File: src/rtl/key_param_pkg.sv
// rtl/key_param_pkg.sv - shared constants and repeat-state type for key_param_controller
package key_param_pkg;

  localparam int KEY_CODE_W = 9;

  typedef enum logic [1:0] {
    RS_IDLE,
    RS_DELAY,
    RS_REPEAT
  } repeat_state_e;

  // Letters name the role each default code plays: D/A step channel 0, W/S step channel 1
  localparam logic [KEY_CODE_W-1:0] SC_D = 9'h01D;
  localparam logic [KEY_CODE_W-1:0] SC_A = 9'h01B;
  localparam logic [KEY_CODE_W-1:0] SC_W = 9'h023;
  localparam logic [KEY_CODE_W-1:0] SC_S = 9'h01C;

endpackage

File: src/rtl/key_param_channel.sv
// rtl/key_param_channel.sv - one bounded up/down parameter register with saturate or wrap
module key_param_channel #(
  parameter int              VAL_W   = 3,
  parameter logic [VAL_W-1:0] MIN_VAL = '0,
  parameter logic [VAL_W-1:0] MAX_VAL = '1,
  parameter logic [VAL_W-1:0] RST_VAL = '0,
  parameter bit              WRAP    = 1'b0
) (
  input  logic             clk,
  input  logic             rst,
  input  logic             step_up_i,
  input  logic             step_dn_i,
  output logic [VAL_W-1:0] val_o,
  output logic             changed_o
);

  logic [VAL_W-1:0] val_q, val_d;
  logic             changed_q;

  always_comb begin
    val_d = val_q;
    if (step_up_i) begin
      if (val_q < MAX_VAL)  val_d = val_q + VAL_W'(1);
      else if (WRAP)        val_d = MIN_VAL;
    end else if (step_dn_i) begin
      if (val_q > MIN_VAL)  val_d = val_q - VAL_W'(1);
      else if (WRAP)        val_d = MAX_VAL;
    end
  end

  // changed rises together with the new value, so it marks its first cycle
  always_ff @(posedge clk) begin
    if (rst) begin
      val_q     <= RST_VAL;
      changed_q <= 1'b0;
    end else begin
      val_q     <= val_d;
      changed_q <= (val_d != val_q);
    end
  end

  assign val_o     = val_q;
  assign changed_o = changed_q;

endmodule

File: src/rtl/key_param_controller.sv
// rtl/key_param_controller.sv - keyboard-driven parameter channels; optional auto-repeat
// under KEY_PARAM_AUTO_REPEAT_EN (IDLE/DELAY/REPEAT hold FSM).
module key_param_controller
  import key_param_pkg::*;
#(
  parameter int                           NUM_CH        = 2,
  parameter int                           VAL_W         = 3,
  parameter logic [NUM_CH*KEY_CODE_W-1:0] UP_CODES      = {SC_W, SC_D},
  parameter logic [NUM_CH*KEY_CODE_W-1:0] DN_CODES      = {SC_S, SC_A},
  parameter logic [NUM_CH*VAL_W-1:0]      MIN_VALS      = {3'd1, 3'd1},
  parameter logic [NUM_CH*VAL_W-1:0]      MAX_VALS      = {3'd3, 3'd5},
  parameter logic [NUM_CH*VAL_W-1:0]      RST_VALS      = {3'd2, 3'd3},
  parameter int                           WRAP          = 0,
  parameter int                           REPEAT_DELAY  = 50_000_000,
  parameter int                           REPEAT_PERIOD = 10_000_000
) (
  input  logic                    clk,
  input  logic                    rst,
  input  logic                    key_valid,
  input  logic [KEY_CODE_W-1:0]   last_change,
  input  logic [511:0]            key_down,
  output logic [NUM_CH*VAL_W-1:0] vals,
  output logic [NUM_CH-1:0]       changed
);

  localparam int CH_W = (NUM_CH > 1) ? $clog2(NUM_CH) : 1;

  logic            hit;
  logic [CH_W-1:0] hit_ch;
  logic            hit_up;
  logic            press_step;

  // Later assignments win: scanning high-to-low, UP after DN, gives lowest UP slot priority
  always_comb begin
    hit    = 1'b0;
    hit_ch = '0;
    hit_up = 1'b0;
    for (int i = NUM_CH - 1; i >= 0; i--) begin
      if (last_change == DN_CODES[i*KEY_CODE_W +: KEY_CODE_W]) begin
        hit    = 1'b1;
        hit_ch = CH_W'(i);
        hit_up = 1'b0;
      end
    end
    for (int i = NUM_CH - 1; i >= 0; i--) begin
      if (last_change == UP_CODES[i*KEY_CODE_W +: KEY_CODE_W]) begin
        hit    = 1'b1;
        hit_ch = CH_W'(i);
        hit_up = 1'b1;
      end
    end
  end

  assign press_step = key_valid && key_down[last_change] && hit;

  logic            step_en;
  logic [CH_W-1:0] step_ch;
  logic            step_up;

`ifdef KEY_PARAM_AUTO_REPEAT_EN
  localparam int DLY_W = $clog2(REPEAT_DELAY + 1);
  localparam int PER_W = $clog2(REPEAT_PERIOD + 1);

  repeat_state_e         state_q;
  logic [KEY_CODE_W-1:0] held_code_q;
  logic [CH_W-1:0]       held_ch_q;
  logic                  held_up_q;
  logic [DLY_W-1:0]      dly_cnt_q;
  logic [PER_W-1:0]      per_cnt_q;
  logic                  held_down;
  logic                  dly_done;
  logic                  per_done;
  logic                  rpt_step;

  assign held_down = key_down[held_code_q];
  assign dly_done  = (dly_cnt_q == DLY_W'(REPEAT_DELAY - 1));
  assign per_done  = (per_cnt_q == PER_W'(REPEAT_PERIOD - 1));
  // A fresh press always pre-empts a repeat step in the same cycle
  assign rpt_step  = !press_step && held_down &&
                     ((state_q == RS_DELAY && dly_done) || (state_q == RS_REPEAT && per_done));

  assign step_en = press_step || rpt_step;
  assign step_ch = press_step ? hit_ch : held_ch_q;
  assign step_up = press_step ? hit_up : held_up_q;

  always_ff @(posedge clk) begin
    if (rst) begin
      state_q     <= RS_IDLE;
      held_code_q <= '0;
      held_ch_q   <= '0;
      held_up_q   <= 1'b0;
      dly_cnt_q   <= '0;
      per_cnt_q   <= '0;
    end else if (press_step) begin
      state_q     <= RS_DELAY;
      held_code_q <= last_change;
      held_ch_q   <= hit_ch;
      held_up_q   <= hit_up;
      dly_cnt_q   <= '0;
      per_cnt_q   <= '0;
    end else begin
      case (state_q)
        RS_DELAY: begin
          if (!held_down) begin
            state_q   <= RS_IDLE;
            dly_cnt_q <= '0;
          end else if (dly_done) begin
            state_q   <= RS_REPEAT;
            dly_cnt_q <= '0;
            per_cnt_q <= '0;
          end else begin
            dly_cnt_q <= dly_cnt_q + DLY_W'(1);
          end
        end
        RS_REPEAT: begin
          if (!held_down) begin
            state_q   <= RS_IDLE;
            per_cnt_q <= '0;
          end else if (per_done) begin
            per_cnt_q <= '0;
          end else begin
            per_cnt_q <= per_cnt_q + PER_W'(1);
          end
        end
        default: begin
          state_q <= RS_IDLE;
        end
      endcase
    end
  end
`else
  assign step_en = press_step;
  assign step_ch = hit_ch;
  assign step_up = hit_up;
`endif

  for (genvar g = 0; g < NUM_CH; g++) begin : g_ch
    key_param_channel #(
      .VAL_W   (VAL_W),
      .MIN_VAL (MIN_VALS[g*VAL_W +: VAL_W]),
      .MAX_VAL (MAX_VALS[g*VAL_W +: VAL_W]),
      .RST_VAL (RST_VALS[g*VAL_W +: VAL_W]),
      .WRAP    (WRAP != 0)
    ) u_ch (
      .clk       (clk),
      .rst       (rst),
      .step_up_i (step_en && step_up && (step_ch == CH_W'(g))),
      .step_dn_i (step_en && !step_up && (step_ch == CH_W'(g))),
      .val_o     (vals[g*VAL_W +: VAL_W]),
      .changed_o (changed[g])
    );
  end

endmodule

File: config.mk
export PLATFORM = sky130hd
export DESIGN_NAME = key_param_controller
export DESIGN_NICKNAME = d
export VERILOG_FILES = /design/src/rtl/key_param_pkg.sv /design/src/rtl/key_param_channel.sv /design/src/rtl/key_param_controller.sv
export SDC_FILE = /design/constraint.sdc
export NUM_CORES = 1
export LEC_CHECK = 0
export CAP_MARGIN = 10
export CORE_AREA = 2 2 205 207
export CTS_CLUSTER_DIAMETER = 150
export DETAILED_ROUTE_END_ITERATION = 10
export DIE_AREA = 0 0 207 209
export PLACE_DENSITY = 0.43
export SETUP_SLACK_MARGIN = 0.4
export SLEW_MARGIN = 20
export SYNTH_ARGS = -nofsm -noshare
export SYNTH_HDL_FRONTEND = slang
export SYNTH_SLANG_ARGS = --single-unit
File: constraint.sdc
create_clock -name clk -period 2.7 [get_ports clk]
set_input_delay 0.27 -clock clk [delete_from_list [all_inputs] [get_ports clk]]
set_output_delay 0.27 -clock clk [all_outputs]
set_load 0.01 [all_outputs]
==> out/results.txt <==
status: completed
TritonRoute pass-1 iters: 5
Hold Path Class: flip-flop to flip-flop
mean routed wirelength per cell: 18.2 um
# IOs: 532
CTS Buf Count: 3
Setup crit start kind: primary input
GRT overflow: 0
CTS max path bufs: 2
minimum clock period after layout: 2.68 ns
final hold viol count: 0
WL final: 21600 um
H-tree levels: 1
vias in the first global route: 4471
Pleak: 2.79 nW
RSZ-0062 raised after global routing: true
relative slew slack: 66.9%
ANT nets after route: 0
crit path max fanout: 4
synthesis-stage register bit count: 8
critical path endpoint category: flip-flop
Post-synth EDFFs: 0
DRT iter0 DRCs: 96
Netlist Area Pre-Place: 0.00314 mm^2
cts hold-fix bufs: 0
FILL cells: 4620
post-synthesis sequential area ratio: 5.10%
Die W: 207 um
power density over cell area: 189 mW/mm^2
Buffers on Ports: 275
Area growth, synth to finish: 140%
TritonCTS clock tree: done
Worst EP arrival: 2.80 ns
Post-Syn Nets: 824
worst-case hold slack: 0.650 ns
max cap viols: 0
Cells after Synth: 295
Final WS setup: 0.0174 ns
Avg Cell Area, Syn: 10.6 um^2
Least-Margin Pin Slew: 0.492 ns
register area: 160 um^2
commonest cells after routing, fill and taps aside: 226 x clkdlybuf4s50_1, 77 x buf_4, 53 x mux4_2, 25 x nand2_1, 23 x dlygate4sd2_1
power consumption: 1.42 mW
most common cell after layout, fill and taps aside: clkdlybuf4s50_1
DRC Markers: 0
required time worst endpoint: 2.82 ns
Synth warnings: 0
VDD IR max: 0.000146 V
fin nets: 1175
via-per-instance ratio: 3.50
post-synth cell types: 72
Multi-input gate area: 0.00284 mm^2
num rows: 75
starting density of the core: 7.60%
Reg clk slew, reported paths: 0.04 ns
largest net degree at the start of global routing: 20
critical path class: primary input to flip-flop
Clock Skews: 0.000453 ns
Setup Viol. Count Final: 0
# clock sinks: 8
total track usage: 9.48%
global-route wire length before repair: 30400 um
initial antenna violation count: 5
fraction of layout cells with a size suffix above 1: 31.8%
Fmax: 373 MHz
Die H: 209 um
root buffer cell: clkbuf_16
fin. max-slew vios: 0
Core Region: 0.0413 mm^2
Post-Place Worst Slack: -0.577 ns
worst-skew pair later-pin latency: 0.23 ns
routed vias: 4160
HPWL after DPL: 18900 um
Post-synth top flop: dfxtp_1
asr flop ratio synth: 0%
RePlAce Congestion: 0.789
fin crit share: 99.4%
Die ar.: 0.0433 mm^2
setup_tns: 0 ns
[layout make-up]
class / instances / area share (%)
Clock buffer: 3 / 0.999
Tap cell: 539 / 8.97
Multi-Input combinational cell: 247 / 37.7
Timing Repair Buffer: 375 / 49.5
Inverter: 11 / 0.549
Antenna cell: 4 / 0.133
Sequential cell: 8 / 2.13
[metal layers]
| layer | vias up | part of all wire, % | global-route usage (%) |
|---|---|---|---|
| met4 | 4 | 1.5 | 1.50 |
| met1 | 1993 | 41 | 11.3 |
| met5 | - | 0.13 | 0 |
| li1 | 1958 | - | - |
| met2 | 189 | 51 | 17.7 |
| met3 | 16 | 6.2 | 1.92 |
[flip-flops by register name, indices dropped and copies added, names as in the netlist]
| name | cells |
|---|---|
| g_ch.u_ch.val_o | 6 |
| g_ch.u_ch.changed_o | 2 |
[cells in the mapped netlist (9+ instances only)]
master / n / area, um^2
a21oi_1: 12 / 60.1
inv_1: 10 / 37.5
mux2i_1: 20 / 200
mux4_1: 17 / 447
mux4_2: 40 / 901
nand2_1: 25 / 93.8
nor2_1: 11 / 41.3
nor2b_1: 9 / 56.3
[logic make-up after synthesis]
| group | Yosys count | share of synthesized area [%] |
|---|---|---|
| buffers and inverters | 41 | 9.21 |
| and+or+nand+nor | 88 | 15.2 |
| muxes | 80 | 50.4 |
| adders and majority gates | 5 | 1.99 |
| AOI/OAI and AO/OA | 73 | 18.1 |
| DFF | 8 | 5.10 |
[report_power, final]
part / total [mW] / switching, mW / internal (mW)
combinational: 1.04 / 0.363 / 0.678
clock: 0.251 / 0.0597 / 0.191
sequential: 0.132 / 0.00890 / 0.123
[timing repair]
action	in CTS	in global routing
gates resized for setup	96	34
pin swaps	19	15
cloned	3	2
setup buffers	10	10
setup endpoints to repair	8	8
[worst max-delay path: stages]
cell and delay (ns):
clkdlybuf4s50_1 0.48, or3b_4 0.42, a311oi_2 0.26, o211ai_1 0.16, a41oi_2 0.23, or4b_4 0.20, buf_4 0.13, nor2_4 0.04
or3_2 0.46, o2111a_1 0.14
[stage by stage]
step | cells | util [%] | cell area [um^2]
floorplan | 295 | - | 3160
global placement | 1155 | 16.8 | 6950
detailed placement | 1155 | 16.8 | 6950
CTS | 1171 | 17.5 | 7240
global route | 1185 | 18.2 | 7510
finish | 1187 | 18.2 | 7520
[path summary, 6_finish.rpt]
path	startpoint	end	slack [ns]	cells after the start
worst min-delay path	g_ch[1].u_ch.val_o[0]$_SDFF_PP0_	g_ch[1].u_ch.val_o[0]$_SDFF_PP0_	0.65	2
worst min register to register	g_ch[1].u_ch.val_o[0]$_SDFF_PP0_	g_ch[1].u_ch.val_o[0]$_SDFF_PP0_	0.65	2
worst max-delay path	last_change[5]	g_ch[1].u_ch.val_o[2]$_SDFF_PP0_	0.02	10
worst max register to register	g_ch[0].u_ch.val_o[0]$_SDFF_PP1_	g_ch[0].u_ch.val_o[1]$_SDFF_PP1_	0.87	4
Note: power is estimated with default switching activity, not from simulation.
